### src/rtl/fxp32_dot_seq.sv
// ----------------------------------------------------------------------------
// fxp32_dot_seq
//
// Operand sequencer and result collector sitting on the initiator side of an
// fxp32_mac. A vector of Q16.16 operand pairs arrives on a valid/ready stream
// framed by s_last. The block clears the MAC, feeds it one pair per accepted
// beat, drains the MAC pipeline after the final pair, then offers the dot
// product and pair count on a valid/ready result port.
//
// Optional feature macro: FXP32_DOT_MAXLEN_EN
//   defined   : a vector is cut once MAX_LEN pairs have been accepted and the
//               result is flagged with m_trunc; remaining pairs form a new vector
//   undefined : no length limit, m_trunc is tied low, MAX_LEN is ignored
//
// Parameters
//   MAC_LAT   latency of fxp32_mac (operands to out_c)
//   CNT_W     width of the pair counter (saturates, never wraps)
//   MAX_LEN   vector length limit (only with FXP32_DOT_MAXLEN_EN)
//
// Ports
//   clk, rst               rising-edge clock, synchronous active-high reset
//   s_valid/s_ready        operand stream handshake
//   s_a, s_b, s_last       operand pair (Q16.16) and end-of-vector flag
//   mac_prstn, mac_acc     MAC product-pipe clear (active low), accumulate enable
//   mac_a, mac_b           operands driven into the MAC
//   mac_c                  MAC accumulator output
//   m_valid/m_ready        result handshake
//   m_result, m_count      captured dot product and number of pairs
//   m_trunc                result was cut at MAX_LEN
//   busy                   low only while idle in RUN with no pairs taken
// ----------------------------------------------------------------------------
module fxp32_dot_seq #(
    parameter int MAC_LAT = 2,
    parameter int CNT_W   = 16,
    parameter int MAX_LEN = 1024
) (
    input  logic             clk,
    input  logic             rst,
    input  logic             s_valid,
    output logic             s_ready,
    input  logic [31:0]      s_a,
    input  logic [31:0]      s_b,
    input  logic             s_last,
    output logic             mac_prstn,
    output logic             mac_acc,
    output logic [31:0]      mac_a,
    output logic [31:0]      mac_b,
    input  logic [31:0]      mac_c,
    output logic             m_valid,
    input  logic             m_ready,
    output logic [31:0]      m_result,
    output logic [CNT_W-1:0] m_count,
    output logic             m_trunc,
    output logic             busy
);

    // The phase counter has to reach MAC_LAT+1 (last DRAIN cycle).
    localparam int              PH_W       = $clog2(MAC_LAT + 2) + 1;
    localparam logic [PH_W-1:0] CLR_LAST   = PH_W'(MAC_LAT);
    localparam logic [PH_W-1:0] DRAIN_LAST = PH_W'(MAC_LAT + 1);
    localparam logic [CNT_W-1:0] CNT_MAX   = '1;

    typedef enum logic [1:0] {
        ST_CLR,
        ST_RUN,
        ST_DRAIN,
        ST_OUT
    } state_t;

    state_t            r_state;
    state_t            w_state_nxt;
    logic [PH_W-1:0]   r_phase;
    logic [PH_W-1:0]   w_phase_nxt;
    logic [CNT_W-1:0]  r_count;
    logic [CNT_W-1:0]  w_count_nxt;
    logic [CNT_W-1:0]  w_count_inc;

    logic              w_accept;
    logic              w_len_hit;
    logic              w_end;
    logic              w_capture;
    logic              w_result_taken;

    logic              r_s_ready;
    logic              r_mac_prstn;
    logic              r_mac_acc;
    logic [31:0]       r_mac_a;
    logic [31:0]       r_mac_b;
    logic              r_m_valid;
    logic [31:0]       r_m_result;
    logic [CNT_W-1:0]  r_m_count;
    logic              r_busy;

    logic              w_s_ready_nxt;
    logic              w_mac_prstn_nxt;
    logic              w_mac_acc_nxt;
    logic [31:0]       w_mac_a_nxt;
    logic [31:0]       w_mac_b_nxt;
    logic              w_m_valid_nxt;
    logic [31:0]       w_m_result_nxt;
    logic [CNT_W-1:0]  w_m_count_nxt;
    logic              w_busy_nxt;

    // s_ready is registered and only ever high in RUN, so it alone qualifies
    // an accept. The pair counter saturates instead of wrapping.
    assign w_accept       = s_valid & r_s_ready;
    assign w_count_inc    = (r_count == CNT_MAX) ? r_count : r_count + CNT_W'(1);
    assign w_result_taken = r_m_valid & m_ready;

`ifdef FXP32_DOT_MAXLEN_EN
    // Reaching the length limit closes the vector just like s_last would.
    assign w_len_hit = (w_count_inc == CNT_W'(MAX_LEN));
`else
    logic w_unused_maxlen;

    // Without the limit feature MAX_LEN has no function; it is only referenced
    // here so that the parameter stays part of the interface.
    assign w_len_hit       = 1'b0;
    assign w_unused_maxlen = (MAX_LEN != 0);
`endif

    assign w_end = s_last | w_len_hit;

    // State register: phase counts cycles spent in CLR and DRAIN, count holds
    // the number of pairs accepted for the current vector.
    always_ff @(posedge clk) begin
        if (rst) begin
            r_state <= ST_CLR;
            r_phase <= '0;
            r_count <= '0;
        end else begin
            r_state <= w_state_nxt;
            r_phase <= w_phase_nxt;
            r_count <= w_count_nxt;
        end
    end

    // Next-state logic. CLR spans MAC_LAT+1 register cycles so that the first
    // s_ready lands MAC_LAT+1 edges after the entry edge; DRAIN spans
    // MAC_LAT+2 so the capture edge is MAC_LAT+2 after the final accept,
    // leaving the MAC a cycle of margin to fold in the last product.
    always_comb begin
        w_state_nxt = r_state;
        w_phase_nxt = r_phase;
        w_count_nxt = r_count;
        case (r_state)
            ST_CLR: begin
                if (r_phase == CLR_LAST) begin
                    w_state_nxt = ST_RUN;
                    w_phase_nxt = '0;
                end else begin
                    w_phase_nxt = r_phase + PH_W'(1);
                end
            end
            ST_RUN: begin
                if (w_accept) begin
                    w_count_nxt = w_count_inc;
                    if (w_end) begin
                        w_state_nxt = ST_DRAIN;
                        w_phase_nxt = '0;
                    end
                end
            end
            ST_DRAIN: begin
                if (r_phase == DRAIN_LAST) begin
                    w_state_nxt = ST_OUT;
                    w_phase_nxt = '0;
                end else begin
                    w_phase_nxt = r_phase + PH_W'(1);
                end
            end
            ST_OUT: begin
                if (w_result_taken) begin
                    w_state_nxt = ST_CLR;
                    w_phase_nxt = '0;
                    w_count_nxt = '0;
                end
            end
            default: begin
                w_state_nxt = ST_CLR;
                w_phase_nxt = '0;
                w_count_nxt = '0;
            end
        endcase
    end

    // Output logic. Every output is registered, so the values computed here
    // are those that will appear after the coming edge; MAC controls therefore
    // follow the next state. Non-accept cycles feed zeros into the MAC, which
    // adds nothing, so bubbles and the drain never disturb the sum.
    always_comb begin
        w_s_ready_nxt   = (w_state_nxt == ST_RUN);
        w_mac_prstn_nxt = (w_state_nxt != ST_CLR);
        w_mac_acc_nxt   = (w_state_nxt != ST_CLR);
        w_mac_a_nxt     = '0;
        w_mac_b_nxt     = '0;
        w_m_valid_nxt   = r_m_valid;
        w_m_result_nxt  = r_m_result;
        w_m_count_nxt   = r_m_count;
        w_capture       = 1'b0;
        w_busy_nxt      = !((w_state_nxt == ST_RUN) && (w_count_nxt == '0));

        if ((r_state == ST_RUN) && w_accept) begin
            w_mac_a_nxt = s_a;
            w_mac_b_nxt = s_b;
        end

        if ((r_state == ST_DRAIN) && (r_phase == DRAIN_LAST)) begin
            w_capture      = 1'b1;
            w_m_valid_nxt  = 1'b1;
            w_m_result_nxt = mac_c;
            w_m_count_nxt  = r_count;
        end

        if ((r_state == ST_OUT) && w_result_taken) begin
            w_m_valid_nxt = 1'b0;
        end
    end

    // Output registers. busy resets high because reset always lands in CLR.
    always_ff @(posedge clk) begin
        if (rst) begin
            r_s_ready   <= 1'b0;
            r_mac_prstn <= 1'b0;
            r_mac_acc   <= 1'b0;
            r_mac_a     <= '0;
            r_mac_b     <= '0;
            r_m_valid   <= 1'b0;
            r_m_result  <= '0;
            r_m_count   <= '0;
            r_busy      <= 1'b1;
        end else begin
            r_s_ready   <= w_s_ready_nxt;
            r_mac_prstn <= w_mac_prstn_nxt;
            r_mac_acc   <= w_mac_acc_nxt;
            r_mac_a     <= w_mac_a_nxt;
            r_mac_b     <= w_mac_b_nxt;
            r_m_valid   <= w_m_valid_nxt;
            r_m_result  <= w_m_result_nxt;
            r_m_count   <= w_m_count_nxt;
            r_busy      <= w_busy_nxt;
        end
    end

`ifdef FXP32_DOT_MAXLEN_EN
    logic r_trunc_pend;
    logic r_m_trunc;

    // The truncation flag is decided on the closing accept (limit reached
    // without s_last) and published together with the captured result.
    always_ff @(posedge clk) begin
        if (rst) begin
            r_trunc_pend <= 1'b0;
            r_m_trunc    <= 1'b0;
        end else begin
            if ((r_state == ST_RUN) && w_accept && w_end) begin
                r_trunc_pend <= w_len_hit & ~s_last;
            end
            if (w_capture) begin
                r_m_trunc <= r_trunc_pend;
            end
        end
    end

    assign m_trunc = r_m_trunc;
`else
    assign m_trunc = 1'b0;
`endif

    assign s_ready   = r_s_ready;
    assign mac_prstn = r_mac_prstn;
    assign mac_acc   = r_mac_acc;
    assign mac_a     = r_mac_a;
    assign mac_b     = r_mac_b;
    assign m_valid   = r_m_valid;
    assign m_result  = r_m_result;
    assign m_count   = r_m_count;
    assign busy      = r_busy;

endmodule
### config.mk
export PLATFORM = sky130hd
export DESIGN_NAME = fxp32_dot_seq
export DESIGN_NICKNAME = d
export VERILOG_FILES = /design/src/rtl/fxp32_dot_seq.sv
export SDC_FILE = /design/constraint.sdc
export NUM_CORES = 1
export LEC_CHECK = 0
export ABC_AREA = 1
export CAP_MARGIN = 20
export CORE_MARGIN = 2
export CORE_UTILIZATION = 45
export DETAILED_ROUTE_END_ITERATION = 8
export GPL_ROUTABILITY_DRIVEN = 0
export PLACE_DENSITY = 0.86
export SLEW_MARGIN = 20
export SYNTH_ARGS = -nofsm -noshare
export SYNTH_HDL_FRONTEND = slang
export SYNTH_SLANG_ARGS = --single-unit
### constraint.sdc
create_clock -name clk -period 2.6 [get_ports clk]
set_input_delay 0.52 -clock clk [delete_from_list [all_inputs] [get_ports clk]]
set_output_delay 0.52 -clock clk [all_outputs]
set_load 0.02 [all_outputs]
* Word level (Yosys, flattened, before mapping)
Index checks and enable logic that the tools add are counted.
Word-level totals: bits in latches 0, memory bits (read-only) 0, output and inout bits 118, bits of input ports 101, bits in registers 137, memories kept 0, RAM bits 0
Operators by class: bitwise logic cells 3, magnitude comparators 0, $add $sub $neg 2, equal/unequal tests 10, muxes and demuxes 16, shifts and indexed selects 0, reductions and logical operators 11, div/mod/pow operators 0, multipliers 0
Operators by type and width (number):
- 16-bit 2-to-1 mux | 3
- 16-bit case mux with 2 select lines | 1
- 16-bit by 1-bit adder with 16-bit output, second input constant | 1
- 16-bit == test, second input constant | 1
- 16-bit logical NOT | 1
- 3-bit 2-to-1 mux | 5
- 3-bit case mux with 4 select lines | 1
- 2-bit 2-to-1 mux | 5
- 2-bit case mux with 4 select lines | 1
- 3-bit by 2-bit == test with 1-bit output, second input constant | 2
- 2-bit != test, second input constant | 3
- 2-bit by 1-bit == test with 1-bit output, second input constant | 2
- 2-bit == test, second input constant | 2
- 1-bit logical AND | 4
- 2-bit OR reduction | 2
- 3-bit by 1-bit adder with 3-bit output, second input constant | 1
- 3-bit AND reduction | 1
- 1-bit bitwise AND | 2
- 2-bit logical NOT | 1
- 2-bit nonzero test | 1
- 1-bit logical NOT | 1
- 1-bit inverter | 1

* Longest topological paths before layout
depth in word-level cells 7, gate-level depth with buffers 15, mapped depth without buffers 15

* Worst setup path before layout
Ideal clock, no wire load.
kind input-to-reg, start point input s_valid, end point register r_busy, in the netlist busy, arrival 1.559 ns, setup time 0.121 ns, stages on the path 11, setup slack 0.921 ns, cells stage by stage nand2_1 inv_1 nand2_1 nor2_4 nand2_1 o211ai_1 nand2_1 nor2_1 nand3_1 nor2_1 nand3_1
On the way: cells in the longest elaborated chain, start to end 6
Ends and longest elaborated chain:
- start: declaration | RTL line 39 | input logic s_valid,
- 1-bit bitwise AND * | RTL line 106 | assign w_accept = s_valid & r_s_ready;
- 16-bit 2-to-1 mux / 2-bit 2-to-1 mux (equally long branches) | RTL line 156 | if (w_accept) begin
- 16-bit case mux with 2 select lines / 2-bit case mux with 4 select lines (equally long branches) | RTL line 146 | case (r_state)
- 16-bit logical NOT / 2-bit by 1-bit == test with 1-bit output (equally long branches) | RTL line 201 | w_busy_nxt = !((w_state_nxt == ST_RUN) && (w_count_nxt == '0));
- 1-bit logical AND * | RTL line 201
- 1-bit logical NOT * | RTL line 201
- end signal: assignment | RTL line 241 | r_busy <= w_busy_nxt;
- end: declaration | RTL line 92 | logic r_busy;
Every way passes the cells marked *; elsewhere a longest branch is shown, timed or not. A chain may end at the register's enable or synchronous reset.

* Final worst setup path
start point register r_phase[0], end point register r_m_count[2], in the netlist m_count[2]
On the way: cells in the longest elaborated chain, start to end 2
Ends and longest elaborated chain:
- start: declaration | RTL line 72 | logic [PH_W-1:0] r_phase;
- start signal: assignment | RTL line 133 | r_phase <= w_phase_nxt;
- 3-bit by 2-bit == test with 1-bit output | RTL line 208 | if ((r_state == ST_DRAIN) && (r_phase == DRAIN_LAST)) begin
- 1-bit logical AND | RTL line 208
- end signal: assignment | RTL line 240 | r_m_count <= w_m_count_nxt;
- end: declaration | RTL line 91 | logic [CNT_W-1:0] r_m_count;
Every way passes these cells.

==> flow_summary.toml <==
[route]
postRouteAntennaNets = 0
drt_iter0_markers = 267
viasPerCell = 4.802
wire_per_inst_um = 14.58
drtPass1Iterations = 5
via_count = 5004
drc = 0
wirelength_mm = 15.19

[critical_path]
required_ns = 2.92
path_class = "reg2reg"
crit_buf_inv = 1
cpPeakStageDelay_ns = 0.81
arrival_ns = 2.68
path_max_fanout = 60
crit_path_cell_trace = "ha_1 > ha_1 > nand3_2 > inv_2 > o21ai_0 > a21oi_1"
crit_path_frequent_cell = "ha_1"
critical_path.top_delay_family = "buffers and inverters"
critPathCaptureType = "flop"
slowest_stage = "inv_2"
ff2ff_setup_slack_ns = 0.25
startpoint_type = "flop"

[timing]
finalSetupTns_ns = 0
rsz0062_at_grt = "false"
clock_skew_ns = 0.01043
tightest_slew_ns = 0.9813
timing.final.hold_violations = 0
timing.final.ws_setup_ns = 0.2475
finalCritPeriodShare = 0.9048
slew_violations = 0
relSlewSlack = 0.3458
fmax_mhz = 425.1
whs_ns = 0.4622
finalSetupViolCount = 0
fin_crit_ns = 2.353

[power_and_ir_drop]
pwr-share-seq = 0.438
vdd_drop_max_mv = 0.5602
fin_total_pwr_mw = 4.991
sw_frac_of_total = 0.2497
p_sw_mw = 1.246
leakage_nw = 3.378
power.share.clock = 0.450
p_int_mw = 3.745
p_comb_frac = 0.112
p_per_area_nw_per_um2 = 628.4

[grt]
grt_pass1_wl_mm = 23.95
grt_max_degree = 65
antenna_found_initial = 0
grt_overflow = 0
grt_pass1_vias = 4954
grt_usage = 0.2467

[place]
post-place-ws_ns = 0.1812
hpwlAfterDp_mm = 10.90
io_buffers = 217
dpl-instance-area_um2 = 7387
placed_cells = 1010

[floorplan]
num_rows = 38
die_area_um2 = 12190
core_area_um2 = 10940
initial_core_util = 0.4661
die_x_um = 110.4
die_h_um = 110.4
pin_count = 219

[clocking]
path_clk_slew_ns = 0.06
cts_buffer_depth = 2
cts.sink_count = 137
cts_hold_buffers = 0
root_buffer = "clkbuf_16"
cts_made_buffers = 17
htreeDepth = 4
cts_tree = "built"
clk_latency_ns = 0.41
cts_resized = 0
cts_setup_buffers = 0

[synth]
synth_area_um2 = 5097
ys_warn_count = 0
ys_seq_area_frac = 0.5380
synth-seq-cells = 137
syn_avg_cell_area_um2 = 7.541
synth_top_area_share = 0.5380
syn_nets = 783
yosys.area.top_type = "dfxtp_1"
synthTopCellsByArea = "dfxtp_1 54%, nand2_1 11%, nor2_1 7.4%"
synth_cells = 676
synth.distinct_cells = 27

[cells_and_area]
final_cell_count_no_fill = 1042
antenna_cells = 0
syn_to_final_growth_pct = 55.82
final_nets = 996
post-route-util = 0.7263
finalInstanceArea_um2 = 7943
drive_gt1_frac = 0.06763

[worst_hold_path]
hold_path_class = "reg2reg"

[run_status]
status = "completed"

[flow_run]
cap_violations = 0
routing by layer:
layer  wire (um)  track usage
met1        5548       0.2492
met2        7657       0.4417
met3        1533       0.1125
met4         453      0.09667
met5           0            0
synthesized netlist by cell type (all sizes together):
master	n
nand2	157
dfxtp	137
nor2	110
inv	104
a21oi	60
nand3	37
clkbuf	20
o21ai	20
buf	9
ha	6
o21bai	4
nor3	3
clkinv	2
nand4	2
a221oi	1
a31oi	1
conb	1
nand3b	1
o211ai	1
power groups by stage:
stage	Sequential [mW]	Clock, mW	Combinational (mW)
final	2.19	2.25	0.559
after global routing	2.19	2.38	0.621
after CTS	2.19	2.28	0.561
after detailed placement	2.23	0	0.555
after global placement	2.23	0	0.542
after floorplan	2.26	0	0.248
layout make-up:
class	count	area (um^2)
fillers	850	2993
flip-flops and latches	137	2743
repair buffers	223	2225
multi-input cells	404	1847
clock buffers	20	436.7
inverters	106	397.9
well taps	140	175.2
clock inverters	12	118.9
sequential cells by signal, indices dropped and copies added, names as in the netlist:
register	cells
r_count	16
mac_b	32
m_count	16
r_state	2
s_ready	1
mac_acc	1
busy	1
m_valid	1
mac_a	32
m_result	32
r_phase	3
tightest hold or removal path, stage by stage, from the launching register on:
cell,delay [ns]
dfxtp_1,0.31
nand2_1,0.06
a21oi_1,0.05
final timing paths:
| kind | start | end | cells after the start |
|---|---|---|---|
| max | r_phase[0] | m_count[2] | 6 |
| min | m_result[17] | m_result[17] | 2 |
| max reg2reg | r_phase[0] | m_count[2] | 6 |
| min reg2reg | m_result[17] | m_result[17] | 2 |
cell usage in the layout, fill, tap and decap left out:
cell type        count
nand2_2              6
inv_1               99
a31oi_1              1
nand4_1              2
o21ai_0             18
nand3b_1             1
o21bai_1             4
nor2_4               6
dfxtp_1            137
clkinv_4             4
buf_2                1
nor3_1               3
clkinvlp_4           3
inv_6                3
a221oi_1             1
nand2_1            149
nor2_2               3
buf_12               1
a21oi_1             60
conb_1               1
clkinv_1             1
nand3_1             35
ha_1                 6
nand2_4              2
clkdlybuf4s50_1    216
o21ai_1              2
nor2_1             101
buf_4                5
clkbuf_16           17
clkbuf_1             3
clkinv_2             1
bufinv_16            1
inv_2                6
nand3_2              2
o211ai_1             1
cell families (layout without fill, tap and decap cells):
logic type / after synthesis / after routing / share of synthesized area
buffers and inverters: 135 / 361 / 0.1016
other: 1 / 1 / 0.0007357
AOI/OAI and AO/OA: 87 / 87 / 0.08886
and+or+nand+nor: 310 / 310 / 0.2560
adders and majority gates: 6 / 6 / 0.01473
DFF: 137 / 137 / 0.5380
Note: power is estimated with default switching activity, not from simulation.
==> RTL change 1 (same flow settings) <==
`r_m_result` no longer has a reset.
--- a/src/rtl/fxp32_dot_seq.sv
+++ b/src/rtl/fxp32_dot_seq.sv
@@ -228,3 +228,2 @@
             r_m_valid   <= 1'b0;
-            r_m_result  <= '0;
             r_m_count   <= '0;
@@ -238,3 +237,2 @@
             r_m_valid   <= w_m_valid_nxt;
-            r_m_result  <= w_m_result_nxt;
             r_m_count   <= w_m_count_nxt;
@@ -242,2 +240,6 @@
         end
+    end
+
+    always_ff @(posedge clk) begin
+        r_m_result <= w_m_result_nxt;
     end
Formal check against the unedited RTL: differs if rst is asserted again (counterexample within 10 cycles, from zero or initial values and one cycle with rst high); with rst held inactive, the same outputs for 10 cycles.
==> RTL change 1 against the unedited design <==
Power increased by 8.2%. Sequential cell count unchanged. Synthesized area decreased by 2.2%. Combinational power increased by 24%. Worst hold slack improved by 0.00074 ns. Wire length decreased by 8.8%. Cell area decreased by 0.25%. Die area decreased by 2.1%. Setup slack improved by 0.26 ns. Critical endpoint is now busy. Largest power group unchanged.
==> RTL change 1: results (changes against the unedited design) <==
[route]
dr.first_iter.drc_count=259  ; -3.0%
via_count=4519  ; -9.7%
dr.pass1.iters=5  ; unchanged
wl_microns=13900  ; -8.8%

[clock_network]
cts_root_buf=clkbuf_8
insertion_delay_ns=0.52  ; +0.11 ns
cts_resized=0  ; unchanged
clk_pin_slew_ns=0.06  ; about the same
h-tree-depth=4  ; unchanged
cts_buffers=17  ; unchanged
clk_path_buf_depth=2  ; unchanged
post_cts_buffers=0  ; unchanged

[final_layout]
drive_gt1_frac=0.0740  ; +0.00640
n_antenna_cell=0  ; unchanged
nFillCells=759  ; -11%
fin_nets=892  ; -10%

[synth]
netlist-cell-type-count=35  ; +30%
synth.top_cells.by_count=dfxtp_1 (105), inv_1 (96), nor2_1 (94), nand2_1 (93), edfxtp_1 (32)
yosysWarnings=0  ; unchanged
synth_edf_count=32  ; +32
synthesis.nets=668  ; -15%
ys_async_sr_fraction=0  ; unchanged
yosys-top-cells-area=dfxtp_1 (42%), edfxtp_1 (19%), inv_1 (7.2%), nor2_1 (7.1%), nand2_1 (7.0%)
synth-seq-area-share=0.614  ; +0.0764

[critical_path]
crit_family=simple AND/OR/NAND/NOR gates
cp_data_arrival_time_ns=2.49  ; -0.19 ns
ff2ff_path_depth=11  ; +5
worst_path_max_delay_cell=dfxtp_1
cpPeakStageDelay_ns=0.42  ; -0.39 ns
cp_max_fo=17  ; -72%

[power]
leakage_nw=3.41  ; +0.95%
peakVddDrop_mv=0.419  ; -25%

[global_routing]
antenna_found_initial=0  ; unchanged
grt_pass1_wl_microns=20600  ; -14%
grt_max_degree=65  ; unchanged
grt_usage=0.228  ; -0.0185
grt_pass1_vias=4299  ; -13%

[placed_design]
pre_cts_ws_ns=0.141  ; -0.0403 ns
hpwl_microns=10000  ; -8.3%
numPortBuffers=217  ; unchanged

[sta]
fin_skew_ns=0.00805  ; -0.00238 ns
final.min_clock_period_ns=2.09  ; -0.260 ns

[worst_hold_path]
min_path_type=reg2reg
hold_depth=2  ; unchanged

[run_status]
outcome=finished clean

## RTL change 1: changes by cell type in the layout (fill, tap and decap cells not counted), moves of 3 or more
cell | before | now
dfxtp_1 | 137 | 105
edfxtp_1 | 0 | 32
nor2_1 | 101 | 94
clkinv_4 | 4 | 1
nand2_1 | 149 | 92
clkbuf_8 | 0 | 3
nand4_1 | 2 | 7
inv_1 | 99 | 95
nand3_1 | 35 | 28
a21oi_1 | 60 | 29
## RTL change 1: worst reg2reg max path: stages (launching register included)
cell and delay (ns):
dfxtp_1 0.42, inv_2 0.10, nor2_4 0.37, nand2_1 0.17, nand3_1 0.16, nand3_1 0.14
a21oi_1 0.17, nand3_1 0.10, nor2_1 0.11, nand2_1 0.06, nor2_1 0.09, nand3_1 0.08
## RTL change 1: cell families after synthesis
kind of cell,Yosys count,synth area share
xor+xnor,2,0.00351
simple gates,245,0.217
fa+ha+maj,6,0.0151
flops,137,0.614
other cells,1,0.000752
compound gates,54,0.0580
buf+inv,116,0.0909
## RTL change 1: area by class of cell
class	count	area, sq um	area share
clock inverter	8	108	0.0136
timing repair buffer	222	2230	0.282
clock buffer	23	499	0.0630
multi-input combinational	308	1470	0.186
tap	140	175	0.0221
sequential	137	3060	0.387
inverter	99	372	0.0469
## RTL change 1: power breakdown
part           internal, W  switching (W)  total [W]
clock network      0.00153       0.000871    0.00240
logic             0.000318       0.000375   0.000693
registers          0.00225      0.0000573    0.00231
## RTL change 1: stage by stage
step	util	std cells	instance area, sq um	power, W	hold slack [ns]
final	0.731	937	7920	0.00540	0.463
after global routing	0.731	937	7920	0.00564	0.495
after CTS	0.731	937	7920	0.00543	0.470
after detailed placement	0.675	906	7320	0.00303	0.461
after global placement	0.675	906	7320	0.00300	0.458
after floorplan	-	561	4980	0.00272	0.474
## RTL change 1: worst paths after layout
| path | from | to | slack (ns) |
|---|---|---|---|
| worst min-delay path | m_count[2] | m_count[2] | 0.46 |
| worst min register to register | m_count[2] | m_count[2] | 0.46 |
| worst max-delay path | r_state[0] | busy | 0.51 |
| worst max register to register | r_state[0] | busy | 0.51 |
## RTL change 1: layer usage
| layer | wire [microns] | global-route usage | vias up |
|---|---|---|---|
| met1 | 4890 | 0.238 | 2050 |
| met5 | 0 | 0 | - |
| li1 | - | - | 2177 |
| met3 | 1360 | 0.0861 | 43 |
| met4 | 395 | 0.0967 | 0 |
| met2 | 7210 | 0.409 | 249 |
==> RTL change 2 (same flow settings) <==
Without the edit above. Add a define of `FXP32_DOT_MAXLEN_EN`.
--- a/src/rtl/fxp32_dot_seq.sv
+++ b/src/rtl/fxp32_dot_seq.sv
@@ -31,2 +31,4 @@
 // ----------------------------------------------------------------------------
+`define FXP32_DOT_MAXLEN_EN
+
 module fxp32_dot_seq #(
Formal check against the unedited RTL: no difference found for any inputs over 10 cycles, from zero or initial values and one cycle with rst high; that may be too few to reach the edited logic, so the function may still have changed.
==> RTL change 2 against the unedited design <==
Sequential power grew 2%. First-iteration DRC count rose by 69%. Synthesized area rose by 8.0%. Cell area up 5.5%. Setup slack gained 0.081 ns. Fmax up 3.6%. Power rose by 6.8%. Sequential cell count increased by 2. Die area is 7.7% higher. Combinational power grew 28%. Cell count grew 8.3%. Global-route usage is 1.2 points higher. Wire length up 11%. Critical path type unchanged.
==> RTL change 2: results (changes against the unedited design) <==
[placed_design]
numPortBuffers=218  ; +0.46%
pre_cts_ws_ns=0.228  ; +0.0467 ns
hpwl_microns=11600  ; +6.6%
placed_cell_area_sq_mm=0.00779  ; +5.4%

[clock_network]
post_cts_buffers=0  ; unchanged

[critical_path]
cp_max_fo=5  ; -92%

[route]
dr.pass1.iters=6  ; +1
dr.first_iter.drc_count=450  ; +69%
via_count=5542  ; +11%
wl_per_cell_microns=14.9  ; +2.3%

[synth]
synth.top_cells.by_count=nand2_1 (148), dfxtp_1 (139), nor2_1 (126), inv_1 (110), a21oi_1 (74)
synthCells=760  ; +12%
netlist-cell-type-count=28  ; +3.7%
yosys-top-cells-area=dfxtp_1 (51%), nand2_1 (10%), nor2_1 (8.6%), inv_1 (7.5%), a21oi_1 (6.7%)
synth-seq-area-share=0.506  ; -0.0324
synthesis.nets=866  ; +11%

[final_layout]
n_antenna_cell=0  ; unchanged
drive_gt1_frac=0.0621  ; -0.00551

[power]
peakVddDrop_mv=0.697  ; +24%
p_int_w=0.00399  ; +6.6%
leakage_nw=3.52  ; +4.2%

[global_routing]
grt_max_degree=69  ; +6.2%
grt_pass1_vias=5435  ; +9.7%
grt_usage=0.259  ; +0.0120

[run_status]
outcome=finished clean

[sta]
max_slew_margin=0.523  ; +0.177
fin_skew_ns=0.00863  ; -0.00180 ns

[floorplan]
die_area_sq_mm=0.0131  ; +7.7%

==> RTL change 2: cell type report <==
type / count / area share
tap: 147 / 0.0220
clock buffer: 22 / 0.0566
timing repair buffer: 227 / 0.268
multi-input combinational: 472 / 0.257
clock inverter: 10 / 0.0136
sequential: 139 / 0.332
inverter: 112 / 0.0502
==> RTL change 2: final timing paths <==
check / startpoint / to / slack (ns) / cells after the start
max reg2reg: r_count[0] / mac_acc / 0.33 / 16
max: r_count[0] / mac_acc / 0.33 / 16
min reg2reg: m_result[10] / m_result[10] / 0.46 / 2
min: m_result[10] / m_result[10] / 0.46 / 2
==> RTL change 2: cells by family after synthesis <==
group           Yosys count  share of synthesized area
flops                   139                      0.506
simple gates            374                      0.289
xor+xnor                  1                    0.00159
fa+ha+maj                 5                     0.0114
compound gates           92                     0.0880
buf+inv                 149                      0.105
==> RTL change 2: power by group through the flow <==
stage                     Sequential (W)  Clock (W)  Combinational, W
after detailed placement         0.00228          0          0.000702
final                            0.00223    0.00238          0.000716
after floorplan                  0.00229          0          0.000379
after global placement           0.00228          0          0.000684
after global routing             0.00224    0.00252          0.000796
after CTS                        0.00223    0.00242          0.000715
==> RTL change 2: metrics by stage <==
step | utilization | hold WS [ns]
3_3_place_gp | 0.651 | 0.448
4_1_cts | 0.700 | 0.461
3_5_place_dp | 0.651 | 0.452
5_1_grt | 0.700 | 0.476
6_report | 0.700 | 0.458
2_1_floorplan | - | 0.460
==> RTL change 2: worst max-delay path: stages (launching register included) <==
cell and delay (ns):
dfxtp_1 0.40, ha_1 0.23, nand2_1 0.10, nor2_4 0.19, nand2_2 0.12, nor2_4 0.17
nand2_1 0.07, nand2_1 0.09, nand3_1 0.09, nor2_1 0.12, nand3_2 0.11, nand2_2 0.11
nand2_1 0.05, nand2_1 0.05, nand2_1 0.06, nand2_1 0.09, o21ai_1 0.08
==> RTL change 2: layer usage <==
metal  GRT usage  part of all wire  vias to the layer above
met5           0                 0                        -
li1            -                 -                     2772
met2       0.447              0.50                      256
met1       0.271              0.35                     2477
met3       0.128              0.12                       37
met4      0.0967             0.030                        0
